==> src/rtl/fifo_uart_tx.sv <==
// fifo_uart_tx: UART transmitter that drains the read port of a FIFO.
// One word is popped per frame; frames can run back-to-back with no idle gap.
//
// Handshake with the FIFO: rempty=0 means rdata is a valid head word. rinc is
// the accept strobe. A word transfers on every rising edge where rinc=1. rinc
// is only raised when the word is valid, the block is enabled, and the line is
// free: the block is idle, or it is in the last cycle of the final stop bit.
module fifo_uart_tx #(
  parameter int DATASIZE     = 8,
  parameter int CLKS_PER_BIT = 16,
  parameter int PARITY       = 0,
  parameter int STOP_BITS    = 1
) (
  input  logic                rclk,
  input  logic                rrst_n,
  input  logic                en,
  input  logic [DATASIZE-1:0] rdata,
  input  logic                rempty,
  output logic                rinc,
  output logic                tx,
  output logic                busy,
  output logic [2:0]          state_o
);

  localparam int BAUD_W = (CLKS_PER_BIT > 1) ? $clog2(CLKS_PER_BIT) : 1;
  localparam int IDX_W  = (DATASIZE > 1) ? $clog2(DATASIZE) : 1;
  localparam logic [BAUD_W-1:0] BAUD_LAST = BAUD_W'(CLKS_PER_BIT - 1);
  localparam logic [IDX_W-1:0]  IDX_LAST  = IDX_W'(DATASIZE - 1);
  localparam logic STOP_LAST = (STOP_BITS == 2);
  localparam logic PAR_EN    = (PARITY != 0);
  localparam logic PAR_ODD   = (PARITY == 2);

  typedef enum logic [2:0] {
    S_IDLE  = 3'd0,
    S_START = 3'd1,
    S_DATA  = 3'd2,
    S_PAR   = 3'd3,
    S_STOP  = 3'd4
  } state_t;

  state_t              state_q;
  logic [BAUD_W-1:0]   baud_q;
  logic [IDX_W-1:0]    bit_idx_q;
  logic                stop_idx_q;
  logic [DATASIZE-1:0] shreg_q;
  logic                par_q;
  logic                tx_q;
  logic                busy_q;

  logic                baud_last;
  logic                frame_end;
  logic                rdata_par;
  logic [DATASIZE-1:0] shreg_d;

  assign baud_last = (baud_q == BAUD_LAST);
  // Last cycle of the final stop bit: the back-to-back pop decision point.
  assign frame_end = (state_q == S_STOP) && baud_last && (stop_idx_q == STOP_LAST);
  // Pop is gated by reset so nothing leaves the FIFO while the block is held.
  assign rinc      = rrst_n & en & ~rempty & ((state_q == S_IDLE) | frame_end);
  assign rdata_par = (^rdata) ^ PAR_ODD;
  assign shreg_d   = shreg_q >> 1;

  assign tx      = tx_q;
  assign busy    = busy_q;
  assign state_o = state_q;

  // Frame sequencer: state, counters, shift register and registered tx/busy.
  always_ff @(posedge rclk) begin
    if (!rrst_n) begin
      state_q    <= S_IDLE;
      baud_q     <= '0;
      bit_idx_q  <= '0;
      stop_idx_q <= 1'b0;
      shreg_q    <= '0;
      par_q      <= 1'b0;
      tx_q       <= 1'b1;
      busy_q     <= 1'b0;
    end else if (rinc) begin
      // Word accepted: latch it with its parity and drive the start bit next cycle.
      state_q    <= S_START;
      baud_q     <= '0;
      bit_idx_q  <= '0;
      stop_idx_q <= 1'b0;
      shreg_q    <= rdata;
      par_q      <= rdata_par;
      tx_q       <= 1'b0;
      busy_q     <= 1'b1;
    end else begin
      case (state_q)
        S_IDLE: begin
          baud_q <= '0;
          tx_q   <= 1'b1;
          busy_q <= 1'b0;
        end
        S_START: begin
          if (baud_last) begin
            state_q <= S_DATA;
            baud_q  <= '0;
            tx_q    <= shreg_q[0];
          end else begin
            baud_q <= baud_q + 1'b1;
          end
        end
        S_DATA: begin
          if (baud_last) begin
            baud_q <= '0;
            if (bit_idx_q == IDX_LAST) begin
              bit_idx_q <= '0;
              if (PAR_EN) begin
                state_q <= S_PAR;
                tx_q    <= par_q;
              end else begin
                state_q    <= S_STOP;
                stop_idx_q <= 1'b0;
                tx_q       <= 1'b1;
              end
            end else begin
              bit_idx_q <= bit_idx_q + 1'b1;
              shreg_q   <= shreg_d;
              tx_q      <= shreg_d[0];
            end
          end else begin
            baud_q <= baud_q + 1'b1;
          end
        end
        S_PAR: begin
          if (baud_last) begin
            state_q    <= S_STOP;
            baud_q     <= '0;
            stop_idx_q <= 1'b0;
            tx_q       <= 1'b1;
          end else begin
            baud_q <= baud_q + 1'b1;
          end
        end
        S_STOP: begin
          if (baud_last) begin
            baud_q <= '0;
            if (stop_idx_q == STOP_LAST) begin
              state_q <= S_IDLE;
              tx_q    <= 1'b1;
              busy_q  <= 1'b0;
            end else begin
              stop_idx_q <= 1'b1;
            end
          end else begin
            baud_q <= baud_q + 1'b1;
          end
        end
        default: begin
          state_q <= S_IDLE;
          baud_q  <= '0;
          tx_q    <= 1'b1;
          busy_q  <= 1'b0;
        end
      endcase
    end
  end

endmodule

==> config.mk <==
export PLATFORM = sky130hd
export DESIGN_NAME = fifo_uart_tx
export DESIGN_NICKNAME = d
export VERILOG_FILES = /design/src/rtl/fifo_uart_tx.sv
export SDC_FILE = /design/constraint.sdc
export NUM_CORES = 1
export LEC_CHECK = 0
export CORE_MARGIN = 3
export CORE_UTILIZATION = 57
export CTS_BUF_LIST = sky130_fd_sc_hd__clkbuf_4
export DETAILED_ROUTE_END_ITERATION = 8
export GPL_TIMING_DRIVEN = 0
export PLACE_DENSITY = 0.86
export SLEW_MARGIN = 15
export SYNTH_ARGS = -nofsm -noshare
export SYNTH_HDL_FRONTEND = slang
export SYNTH_SLANG_ARGS = --single-unit
export TNS_END_PERCENT = 5
==> constraint.sdc <==
create_clock -name rclk -period 5.48 [get_ports rclk]
set_clock_uncertainty 0.05 [all_clocks]
set_input_delay 0.548 -clock rclk [delete_from_list [all_inputs] [get_ports rclk]]
set_output_delay 0.548 -clock rclk [all_outputs]
set_load 0.01 [all_outputs]
==> impl_metrics.json, run 1 <==
{
  "synth.cell_area_um2": 962,
  "cts_root_buffer": "clkbuf_4",
  "track_usage_pct": 20.1,
  "insertion_delay_ns": 0.31,
  "antenna_found_initial": 0,
  "synth-edff-count": 0,
  "viasPerCell": 5.91,
  "grt_max_degree": 11,
  "vdd_drop_max_mv": 0.145,
  "post-route-period-util_pct": 52.2,
  "ys_types": 31,
  "rsz0062_at_grt": "no",
  "cts_tree": "yes",
  "cts_buffers": 3,
  "ys_warn_count": 0,
  "core_area_um2": 1540,
  "cap_violations": 0,
  "startpoint_type": "flop",
  "clockBufferDepth": 2,
  "slowest_stage": "clkdlybuf4s50_1",
  "syn_to_final_growth_pct": 22.1,
  "drt_first_iter_violations": 16,
  "hpwl_um": 1470,
  "ios": 18,
  "dpl_cell_area_um2": 1150,
  "yosysSeqAreaShare_pct": 41.6,
  "wl_per_cell_um": 13.8,
  "place_congestion": 0.772,
  "syn_area_per_cell_um2": 9.53,
  "crit_chain": "ha_1, and3_2, o211ai_1, inv_1, clkdlybuf4s50_1",
  "multi_input_area_um2": 527,
  "cts_sinks": 20,
  "fin_tns_setup_ns": 0,
  "critPathTopFamily": "buffers and inverters",
  "dieWidth_um": 47.1,
  "yosys_most_used_dff": "dfxtp_1",
  "final_cells": 137,
  "crit_path_max_incr_delay_ns": 0.50,
  "p_leak_nw": 0.411,
  "fin_ws_ns": 2.62,
  "worstPathRequired_ns": 4.88,
  "io_buffers": 17,
  "hold_class": "reg -> reg",
  "grt_pass1_vias": 729,
  "final_max_slew_viol_count": 0,
  "preCtsSetupSlack_ns": 2.61,
  "cts.clk_slew.worst_paths_ns": 0.09,
  "critPathBufInv": 2,
  "crit_type": "reg -> out",
  "worstSetupEndpointType": "output pin",
  "syn-num-nets": 116,
  "postCtsHoldBufs": 0,
  "num_vias": 809,
  "synthArstFlopShare_pct": 0,
  "drc": 0,
  "overflow": 0,
  "regArea_um2": 400,
  "worst_pin_slew_ns": 0.680,
  "status": "finished, final reports clean",
  "crit_arrival_ns": 2.26,
  "setup-violations-final": 0,
  "ctsResizeCount": 0,
  "relSlewSlack_pct": 54.3,
  "n_antenna_cell": 0,
  "p_per_area_nw_per_um2": 213,
  "final_layout_size_suffix_gt1_share_pct": 13.2,
  "hold_viol_final": 0,
  "die_h_um": 47.1,
  "fin_crit_ns": 2.86,
  "cp_max_fo": 8,
  "dr.pass1.iters": 4,
  "ctsHtreeMaxLevel": 1,
  "synthCells": 101,
  "fill_cells": 130,
  "rows": 14,
  "layout.nets": 138,
  "post_cts_buffers": 0,
  "grt_pass1_wl_um": 3100,
  "die-area_um2": 2220,
  "start_util_pct": 62.4,
  "wl_um": 1890,
  "stdcell_area_um2": 1170,
  "ys_ff_latch": 20,
  "final_antenna_net_count": 0,
  "fmax_mhz": 349,
  "dp_cells": 134
}
metal layers:
metal  share of wire (%)  wire [um]  vias up  GRT usage, %
met3                 3.8         72        3          6.90
met4                 1.2         22        0          4.97
met5                   0          0        -             0
met2                  51        971       13          34.4
li1                    -          -      407             -
met1                  44        825      386          24.1
flip-flops by register name (all words and copies together) (netlist names):
signal / cells
shreg_q: 8
state_o: 3
busy: 1
tx: 1
bit_idx_q: 3
baud_q: 4
cell usage in the layout, fill, tap and decap left out, types with 2 or more instances in the layout:
cell	instances
nor2_1	11
o21ai_0	11
clkbuf_1	2
nor3b_1	2
clkbuf_4	3
a21oi_2	5
inv_1	4
clkdlybuf4s50_1	17
nor3_1	2
mux2i_1	10
dfxtp_1	20
xnor2_1	2
nand3_1	3
ha_1	3
a21oi_1	7
o21ai_1	2
cell usage after synthesis, drive strengths merged (2+ instances only):
master	n	share of area [%]
nand3	4	3.4
mux2i	10	10
xnor2	2	1.8
nor4b	2	2.5
nor3b	2	1.6
nor2	11	4.3
ha	3	3.9
a21oi	12	8.2
o21ai	13	6.8
clkbuf	3	1.3
inv	4	1.6
nor3	2	1.0
dfxtp	20	42
per-stage QoR:
| stage | utilization (%) | hold slack (ns) | power, mW |
|---|---|---|---|
| floorplan | - | 0.368 | 0.172 |
| CTS | 76.2 | 0.408 | 0.254 |
| global placement | 74.8 | 0.381 | 0.185 |
| detailed placement | 74.8 | 0.393 | 0.187 |
| global route | 76.2 | 0.425 | 0.264 |
| finish | 76.2 | 0.401 | 0.251 |
final timing paths:
kind | startpoint | endpoint | slack (ns) | depth (start not counted)
worst max-delay path | baud_q[0] | rinc | 2.62 | 5
worst min register to register | baud_q[0] | baud_q[0] | 0.40 | 1
worst max register to register | bit_idx_q[0] | shreg_q[3] | 3.45 | 5
worst min-delay path | baud_q[0] | baud_q[0] | 0.40 | 1
kinds of logic (layout without fill, tap and decap cells):
family | count (synthesis) | after routing | share of synthesized area, %
fa+ha+maj | 3 | 3 | 3.90
buf+inv | 8 | 28 | 3.64
mux | 10 | 10 | 10.4
flops | 20 | 20 | 41.6
compound gates | 28 | 28 | 17.7
simple gates | 29 | 29 | 20.0
xor+xnor | 3 | 3 | 2.73
cell type report:
class / count / area share (%)
sequential: 20 / 34.1
inverter: 4 / 1.28
buffer: 4 / 1.70
multi-input combinational: 73 / 44.8
clock buffer: 3 / 1.92
timing repair buffer: 17 / 14.5
tap: 16 / 1.70
report_power, final:
part / total [mW] / leakage, nW / internal (mW) / switching (mW)
Combinational: 0.0304 / 0.234 / 0.0163 / 0.0142
Sequential: 0.153 / 0.162 / 0.150 / 0.00280
Clock: 0.0675 / 0.0138 / 0.0257 / 0.0418
Total: 0.251 / 0.411 / 0.192 / 0.0588
(Power assumes the default switching activity.)
==> inputs of run 2 (changes only) <==
CORE_UTILIZATION = 53   (was 57)
PLACE_DENSITY = 0.81   (was 0.86)
clock period = 2.7 ns   (was 5.48 ns; I/O delays follow)
==> run 2 against run 1 <==
Against the previous run: sequential share of layout area decreased by 0.81 points; hold slack better by 0.014 ns; die area grew 6.6%; cell area rose by 2.4%; critical path depth is the same; sequential cell count did not move; cell count rose by 8.0%; sequential power grew 100%; global-route usage is 2.2 points lower; combinational power is 110% higher; first-iteration DRC count stayed put; count of clock-buffer cells in the layout unchanged; largest power group unchanged; highest routed layer unchanged.
==> impl_metrics.json, run 2 (synthesis results as in run 1) <==
{
  "relSlewSlack_pct": 56.3,
  "critPathBufInv": 3,
  "post-route-period-util_pct": 91.6,
  "viasPerCell": 5.53,
  "cts_buffers": 3,
  "n_antenna_cell": 0,
  "crit_path_max_incr_delay_ns": 0.55,
  "worstSetupEndpointType": "output pin",
  "place_congestion": 0.834,
  "cts_root_buffer": "clkbuf_4",
  "insertion_delay_ns": 0.31,
  "p_leak_nw": 0.421,
  "worstPathRequired_ns": 2.38,
  "startpoint_type": "flop",
  "cts_tree": "yes",
  "setup-violations-final": 0,
  "syn_to_final_growth_pct": 25.1,
  "wl_per_cell_um": 12.6,
  "largest_register_ffs": 8,
  "cp_max_fo": 10,
  "drc": 0,
  "layout.nets": 140,
  "fill_cells": 146,
  "worst_pin_slew_ns": 0.651,
  "reg.largest.list": "shreg_q x8, baud_q x4",
  "die_h_um": 48.6,
  "antenna_found_initial": 0,
  "power_mw": 0.519,
  "preCtsSetupSlack_ns": 0.395,
  "num_vias": 818,
  "dieWidth_um": 48.6,
  "layout_commonest_cell": "dfxtp_1",
  "ctsResizeCount": 0,
  "hold_class": "reg -> reg",
  "fin_tns_setup_ns": 0,
  "grt_max_degree": 12,
  "fin_crit_ns": 2.47,
  "clockBufferDepth": 2,
  "core_area_um2": 1610,
  "track_usage_pct": 17.9,
  "rows": 14,
  "finish.utilization_pct": 74.7,
  "io_buffers": 17,
  "wl_um": 1870,
  "final_layout_size_suffix_gt1_share_pct": 14.5,
  "crit_arrival_ns": 2.15,
  "start_util_pct": 59.7,
  "dr.pass1.iters": 4,
  "critPathTopFamily": "buffers and inverters",
  "regArea_um2": 400,
  "final_max_slew_viol_count": 0,
  "slowest_stage": "clkdlybuf4s50_1",
  "ctsHtreeMaxLevel": 1,
  "vdd_drop_max_mv": 0.340,
  "die-area_um2": 2360,
  "p_per_area_nw_per_um2": 431,
  "crit_chain": "clkbuf_1, nor4b_2, o211ai_1, inv_1, clkdlybuf4s50_1",
  "overflow": 0,
  "cap_violations": 0,
  "drt_first_iter_violations": 16,
  "fmax_mhz": 404,
  "status": "finished, final reports clean",
  "hpwl_um": 1390,
  "whs_ns": 0.415,
  "cts_sinks": 20,
  "ios": 18,
  "grt_pass1_wl_um": 3250,
  "rsz0062_at_grt": "no",
  "final_cell_mix": "dfxtp_1, clkdlybuf4s50_1, nor2_1, o21ai_0, mux2i_1",
  "final_antenna_net_count": 0,
  "crit_type": "reg -> out",
  "multi_input_area_um2": 527,
  "grt_pass1_vias": 761,
  "fin_ws_ns": 0.226,
  "cts.clk_slew.worst_paths_ns": 0.11,
  "hold_viol_final": 0,
  "postCtsHoldBufs": 0,
  "top_register": "shreg_q"
}
-- run 2: cell types whose count changed in the layout (fill, tap and decap cells not counted), sizes merged --
cell	delta
buf	+2
clkinv	+1
-- run 2: cell type report --
class,instances,share of cell area [%]
multi-input cells,73,43.8
well taps,24,2.49
inverters,4,1.25
flip-flops and latches,20,33.3
plain buffers,4,1.66
clock buffers,3,1.87
clock inverters,1,0.312
repair buffers,19,15.4
-- run 2: through the flow --
stage	instance area, um2	instances
after detailed placement	1160	142
after CTS	1190	146
after global routing	1200	148
after global placement	1160	142
final	1200	148
after floorplan	962	101
-- run 2: final timing paths --
| path | start | endpoint | slack (ns) | depth (start not counted) |
|---|---|---|---|---|
| max | state_o[0] | rinc | 0.23 | 5 |
| min | baud_q[0] | baud_q[0] | 0.42 | 1 |
| max reg2reg | bit_idx_q[0] | shreg_q[3] | 0.77 | 5 |
| min reg2reg | baud_q[0] | baud_q[0] | 0.42 | 1 |
-- run 2: timing repair --
item | 4_1_cts | 5_1_grt
buffers inserted | 0 | 2
endpoints found under the hold margin | 0 | 0
endpoints found under the setup margin | 0 | 1
-- run 2: where the power goes --
group	internal, mW	switching (mW)	total [mW]
Combinational	0.0344	0.0291	0.0636
Sequential	0.304	0.00536	0.310
Clock	0.0540	0.0917	0.146
Total	0.393	0.126	0.519
-- run 2: layer usage --
layer / GRT usage, % / vias up / wire, um
met5: 0 / - / 0
met4: 12.8 / 0 / 46
met3: 2.76 / 4 / 63
met2: 29.4 / 18 / 912
met1: 20.9 / 385 / 844
li1: - / 411 / -
==> RTL edit 1, RTL diff (settings of run 1) <==
Put one more register stage on the output `tx`, cleared by the reset. The value now appears one clock later. The other outputs are not delayed to match. Comments in the files are not updated.
--- a/src/rtl/fifo_uart_tx.sv
+++ b/src/rtl/fifo_uart_tx.sv
@@ -60,7 +60,13 @@
   assign rdata_par = (^rdata) ^ PAR_ODD;
   assign shreg_d   = shreg_q >> 1;
 
-  assign tx      = tx_q;
+  always_ff @(posedge rclk) begin
+    if (!rrst_n) begin
+      tx <= '0;
+    end else begin
+      tx <= tx_q;
+    end
+  end
   assign busy    = busy_q;
   assign state_o = state_q;
 
Behaviour: not the same (a bounded check fails within 4 cycles, from zero or initial values and one cycle with rrst_n low).
==> RTL edit 1 against run 1 <==
- power grew 7.5%
- cell area up 2.7%
- worst setup slack better by 75 ps
- area after synthesis grew 2.5%
- critical path type is now input pin to output port
- sequential cell count is 1 higher
- die area increased by 2.2%
- count of clock-buffer cells in the layout increased by 1
- register-to-register slack gained 220 ps
- wire length grew 2.7%
- largest power group unchanged
==> RTL edit 1: results (changes against run 1) <==
metric	value	unit	change
leakage power of the design	0.496	nW	+21%
detailed router's first-iteration violation count	10		-6
met1 Track Usage GR	26.7	%	+2.6 points
worst supply voltage drop on vdd	183	uV	+26%
FF/Latch Area	420	um^2	+5.0%
routability congestion estimate from global placement	0.755		-2.1%
WL final	1940	um	+2.7%
Overall Global Routing Usage	20.2	%	+0.15 points
largest net degree at the start of global routing	12		+1
headroom to the max-slew limit	73.0	%	+19 points
highest net fanout along the worst path	5		-3
wire length of the first global-routing pass	3270	um	+5.6%
mean instance size in the synthesized netlist	9.57	um^2	+0.48%
part of the total power dissipated in sequential elements	59.4	%	-1.5 points
routed length on met2	948	um	-2.4%
cell area reported after detailed placement	1180	um^2	+2.1%
sequential-to-total area share from yosys stat	42.6	%	+1.0 points
switching power	0.0616	mW	+4.8%
Metal-1 WL	899	um	+9.0%
ratio of cells with drive above 1 in the final layout	13.7	%	+0.49 points
via count of the first global-routing pass	750		+2.9%
largest cells by area after synthesis	sky130_fd_sc_hd__dfxtp_1 (43%), sky130_fd_sc_hd__a21oi_1 (5.1%), sky130_fd_sc_hd__mux2i_1 (5.1%), sky130_fd_sc_hd__nor4b_4 (4.8%), sky130_fd_sc_hd__o21ai_0 (4.1%)		
total number of vias	820		+1.4%
met3 WL post-DR	75	um	+4.2%
final-stage net count	140		+1.4%
placed wire-length estimate after detailed placement	1450	um	-1.5%
Worst R2R Path Depth	7		+2
filler cell count	118		-9.2%
signal arrival time at the worst endpoint	2190	ps	-70 ps
list of most frequent post-synthesis cells	sky130_fd_sc_hd__dfxtp_1 (21), sky130_fd_sc_hd__a21oi_1 (10), sky130_fd_sc_hd__o21ai_0 (8), sky130_fd_sc_hd__inv_1 (7), sky130_fd_sc_hd__nor2_1 (6)		
clock network power share	29.4	%	+2.5 points
net count after synthesis	118		+1.7%
Via density	5.86		-0.81%
number of instances on the worst hold path	2		+1
Synth cell types	32		+3.2%
met2 usage in global routing	33.7	%	-0.73 points
outcome	finished, final reports clean		
delay of the slowest critical-path stage	560	ps	+60 ps
[RTL edit 1: changes by cell type in the layout (fill, tap and decap cells not counted), sizes merged, moves of 4 or more]
cell    before  now
mux2i       10    5
nor2        11    6
nand2        1    6
o221ai       0    4
o21ai       13    8
[RTL edit 1: area by class of cell]
class | instances | share of cell area (%)
Tap cell | 16 | 1.66
Buffer | 6 | 4.15
Inverter | 7 | 2.18
Timing Repair Buffer | 17 | 14.1
Multi-Input combinational cell | 69 | 40.6
Sequential cell | 21 | 34.9
Clock buffer | 4 | 2.49
[RTL edit 1: path summary, 6_finish.rpt]
| kind | start | end | slack (ps) |
|---|---|---|---|
| hold / removal | shreg_q[4] | shreg_q[4] | 410 |
| hold reg to reg | shreg_q[4] | shreg_q[4] | 410 |
| setup reg to reg | baud_q[0] | shreg_q[0] | 3670 |
| setup / recovery | rempty | rinc | 2690 |
[RTL edit 1: worst min-delay path, cell delays in order, from the launching register on]
cell and delay [ps]:
sky130_fd_sc_hd__dfxtp_1 330, sky130_fd_sc_hd__inv_1 50, sky130_fd_sc_hd__a21oi_1 50
[RTL edit 1: metrics by stage]
step | hold WS, ps | setup slack [ps]
after global placement | 381 | 2700
after detailed placement | 391 | 2690
after global routing | 421 | 2590
after floorplan | 368 | 3660
final | 409 | 2690
after CTS | 408 | 2680
[RTL edit 1: cells by family after synthesis]
| logic type | share of synthesized area (%) |
|---|---|
| buf+inv | 7.74 |
| mux | 5.08 |
| fa+ha+maj | 3.81 |
| flops | 42.6 |
| compound gates | 19.8 |
| xor+xnor | 1.78 |
| simple gates | 19.2 |
==> RTL edit 2, RTL diff (flow settings as in run 1) <==
Without the edit above. Change the parameter `PARITY` from 0 to 1.
--- a/src/rtl/fifo_uart_tx.sv
+++ b/src/rtl/fifo_uart_tx.sv
@@ -8,7 +8,7 @@
 module fifo_uart_tx #(
   parameter int DATASIZE     = 8,
   parameter int CLKS_PER_BIT = 16,
-  parameter int PARITY       = 0,
+  parameter int PARITY       = 1,
   parameter int STOP_BITS    = 1
 ) (
   input  logic                rclk,
Behaviour: same outputs for any inputs over 10 cycles, from zero or initial values and one cycle with rrst_n low; that may be too few to reach the edited logic, so the function may still have changed.
==> RTL edit 2 against run 1 <==
- critical path depth is the same
- hold slack gained 11 ps
- power grew 14%
- count of clock-buffer cells in the layout is the same
- via count grew 13%
- cell area grew 11%
- area after synthesis grew 11%
- worst setup slack lost 320 ps
- die area grew 9.8%
- sequential cell count grew 1
- wire length grew 17%
- register-to-register slack gained 170 ps
- sequential share of layout area shrank 1.8 points
- largest cell class unchanged
==> RTL edit 2: results (changes against run 1) <==
metric	value	unit	change
portion of netlist area occupied by mux cells	8.41	%	-2.0 points
worst supply voltage drop on vdd	180	uV	+24%
met3 WL post-DR	123	um	+71%
initial antenna violation count	0		unchanged
detailed router's first-iteration violation count	22		+6
number of placed instances, taps included	156		+16%
measured slew at the worst slew-check pin	451	ps	-229 ps
highest net fanout along the worst path	10		+2
largest net degree at the start of global routing	14		+3
leakage power of the design	0.460	nW	+12%
routability congestion estimate from global placement	0.817		+5.9%
compound-cell area share of the yosys netlist	16.2	%	-1.4 points
detail-routed net length per standard cell	13.9	um	+0.60%
net count after synthesis	129		+11%
Overall Global Routing Usage	20.9	%	+0.78 points
list of most frequent post-synthesis cells	sky130_fd_sc_hd__dfxtp_1 (21), sky130_fd_sc_hd__nand2_1 (13), sky130_fd_sc_hd__mux2i_1 (9), sky130_fd_sc_hd__xnor2_1 (9), sky130_fd_sc_hd__a21oi_1 (8)		
WL final	2220	um	+17%
signal arrival time at the worst endpoint	2580	ps	+320 ps
outcome	finished, final reports clean		
CTS H-tree depth	1		unchanged
routed length on met2	1160	um	+20%
adder and majority cell fraction of the synthesized area	3.50	%	-0.40 points
placed wire-length estimate after detailed placement	1620	um	+10%
ratio of cells with drive above 1 in the final layout	11.9	%	-1.4 points
Synth cell types	33		+6.5%
wire length of the first global-routing pass	3930	um	+27%
Slew Viols, Final	0		unchanged
count of hold-fix buffers inserted at cts	0		unchanged
post-synthesis share of cell area spent on xor and xnor gates	8.18	%	+5.4 points
mean instance size in the synthesized netlist	9.39	um^2	-1.4%
clock transition at the registers of the reported paths	120	ps	+30 ps
delay of the slowest critical-path stage	630	ps	+130 ps
via count of the first global-routing pass	908		+25%
final-stage net count	151		+9.4%
Via density	5.70		-3.5%
largest cells by area after synthesis	sky130_fd_sc_hd__dfxtp_1 (39%), sky130_fd_sc_hd__mux2i_1 (8.4%), sky130_fd_sc_hd__xnor2_1 (7.4%), sky130_fd_sc_hd__nand2_1 (4.6%), sky130_fd_sc_hd__o31ai_1 (4.2%)		
Metal-1 WL	921	um	+12%
sequential-to-total area share from yosys stat	39.3	%	-2.4 points
-- RTL edit 2: layout make-up --
class	count	area (um^2)
inverters	1	3.75
multi-input cells	87	608
clock inverters	1	7.51
flip-flops and latches	21	420
fillers	140	443
clock buffers	3	22.5
plain buffers	5	38.8
repair buffers	17	170
well taps	25	31.3
-- RTL edit 2: metal layers --
metal  global-route usage [%]  vias to the layer above
met5                        0                        -
met4                     6.64                        0
met3                     6.12                        2
met2                     37.9                       24
met1                     22.9                      437
li1                         -                      449
-- RTL edit 2: logic make-up after synthesis --
family | count (synthesis)
XOR/XNOR | 10
AND/OR/NAND/NOR | 39
AO/OA/AOI/OAI | 26
flip-flops | 21
buffers and inverters | 6
multiplexers | 9
adder cells (fa/ha/maj) | 3
-- RTL edit 2: power by group --
| part | internal, mW | switching [mW] | total [mW] |
|---|---|---|---|
| Clock | 0.0279 | 0.0515 | 0.0794 |
| Sequential | 0.158 | 0.00395 | 0.162 |
| Combinational | 0.0242 | 0.0191 | 0.0433 |
-- RTL edit 2: critical path: cells and delay by family --
kind	cells	cell delay, ps
and+or+nand+nor	1	240
AOI/OAI and AO/OA	1	410
buffers and inverters	3	1370
-- RTL edit 2: stage by stage --
stage / cell area, um^2 / worst slack [ps] / hold slack, ps
after global placement: 1270 / 2320 / 383
after CTS: 1300 / 2290 / 413
after global routing: 1300 / 2220 / 442
final: 1300 / 2300 / 412
after detailed placement: 1270 / 2300 / 393
after floorplan: 1070 / 3600 / 368
-- RTL edit 2: final timing paths --
kind                   from         end  slack [ps]  depth (start not counted)
setup / recovery     rrst_n        rinc        2300                          5
hold reg to reg   baud_q[0]   baud_q[0]         410                          1
hold / removal    baud_q[0]   baud_q[0]         410                          1
setup reg to reg  baud_q[0]  shreg_q[0]        3620                          6
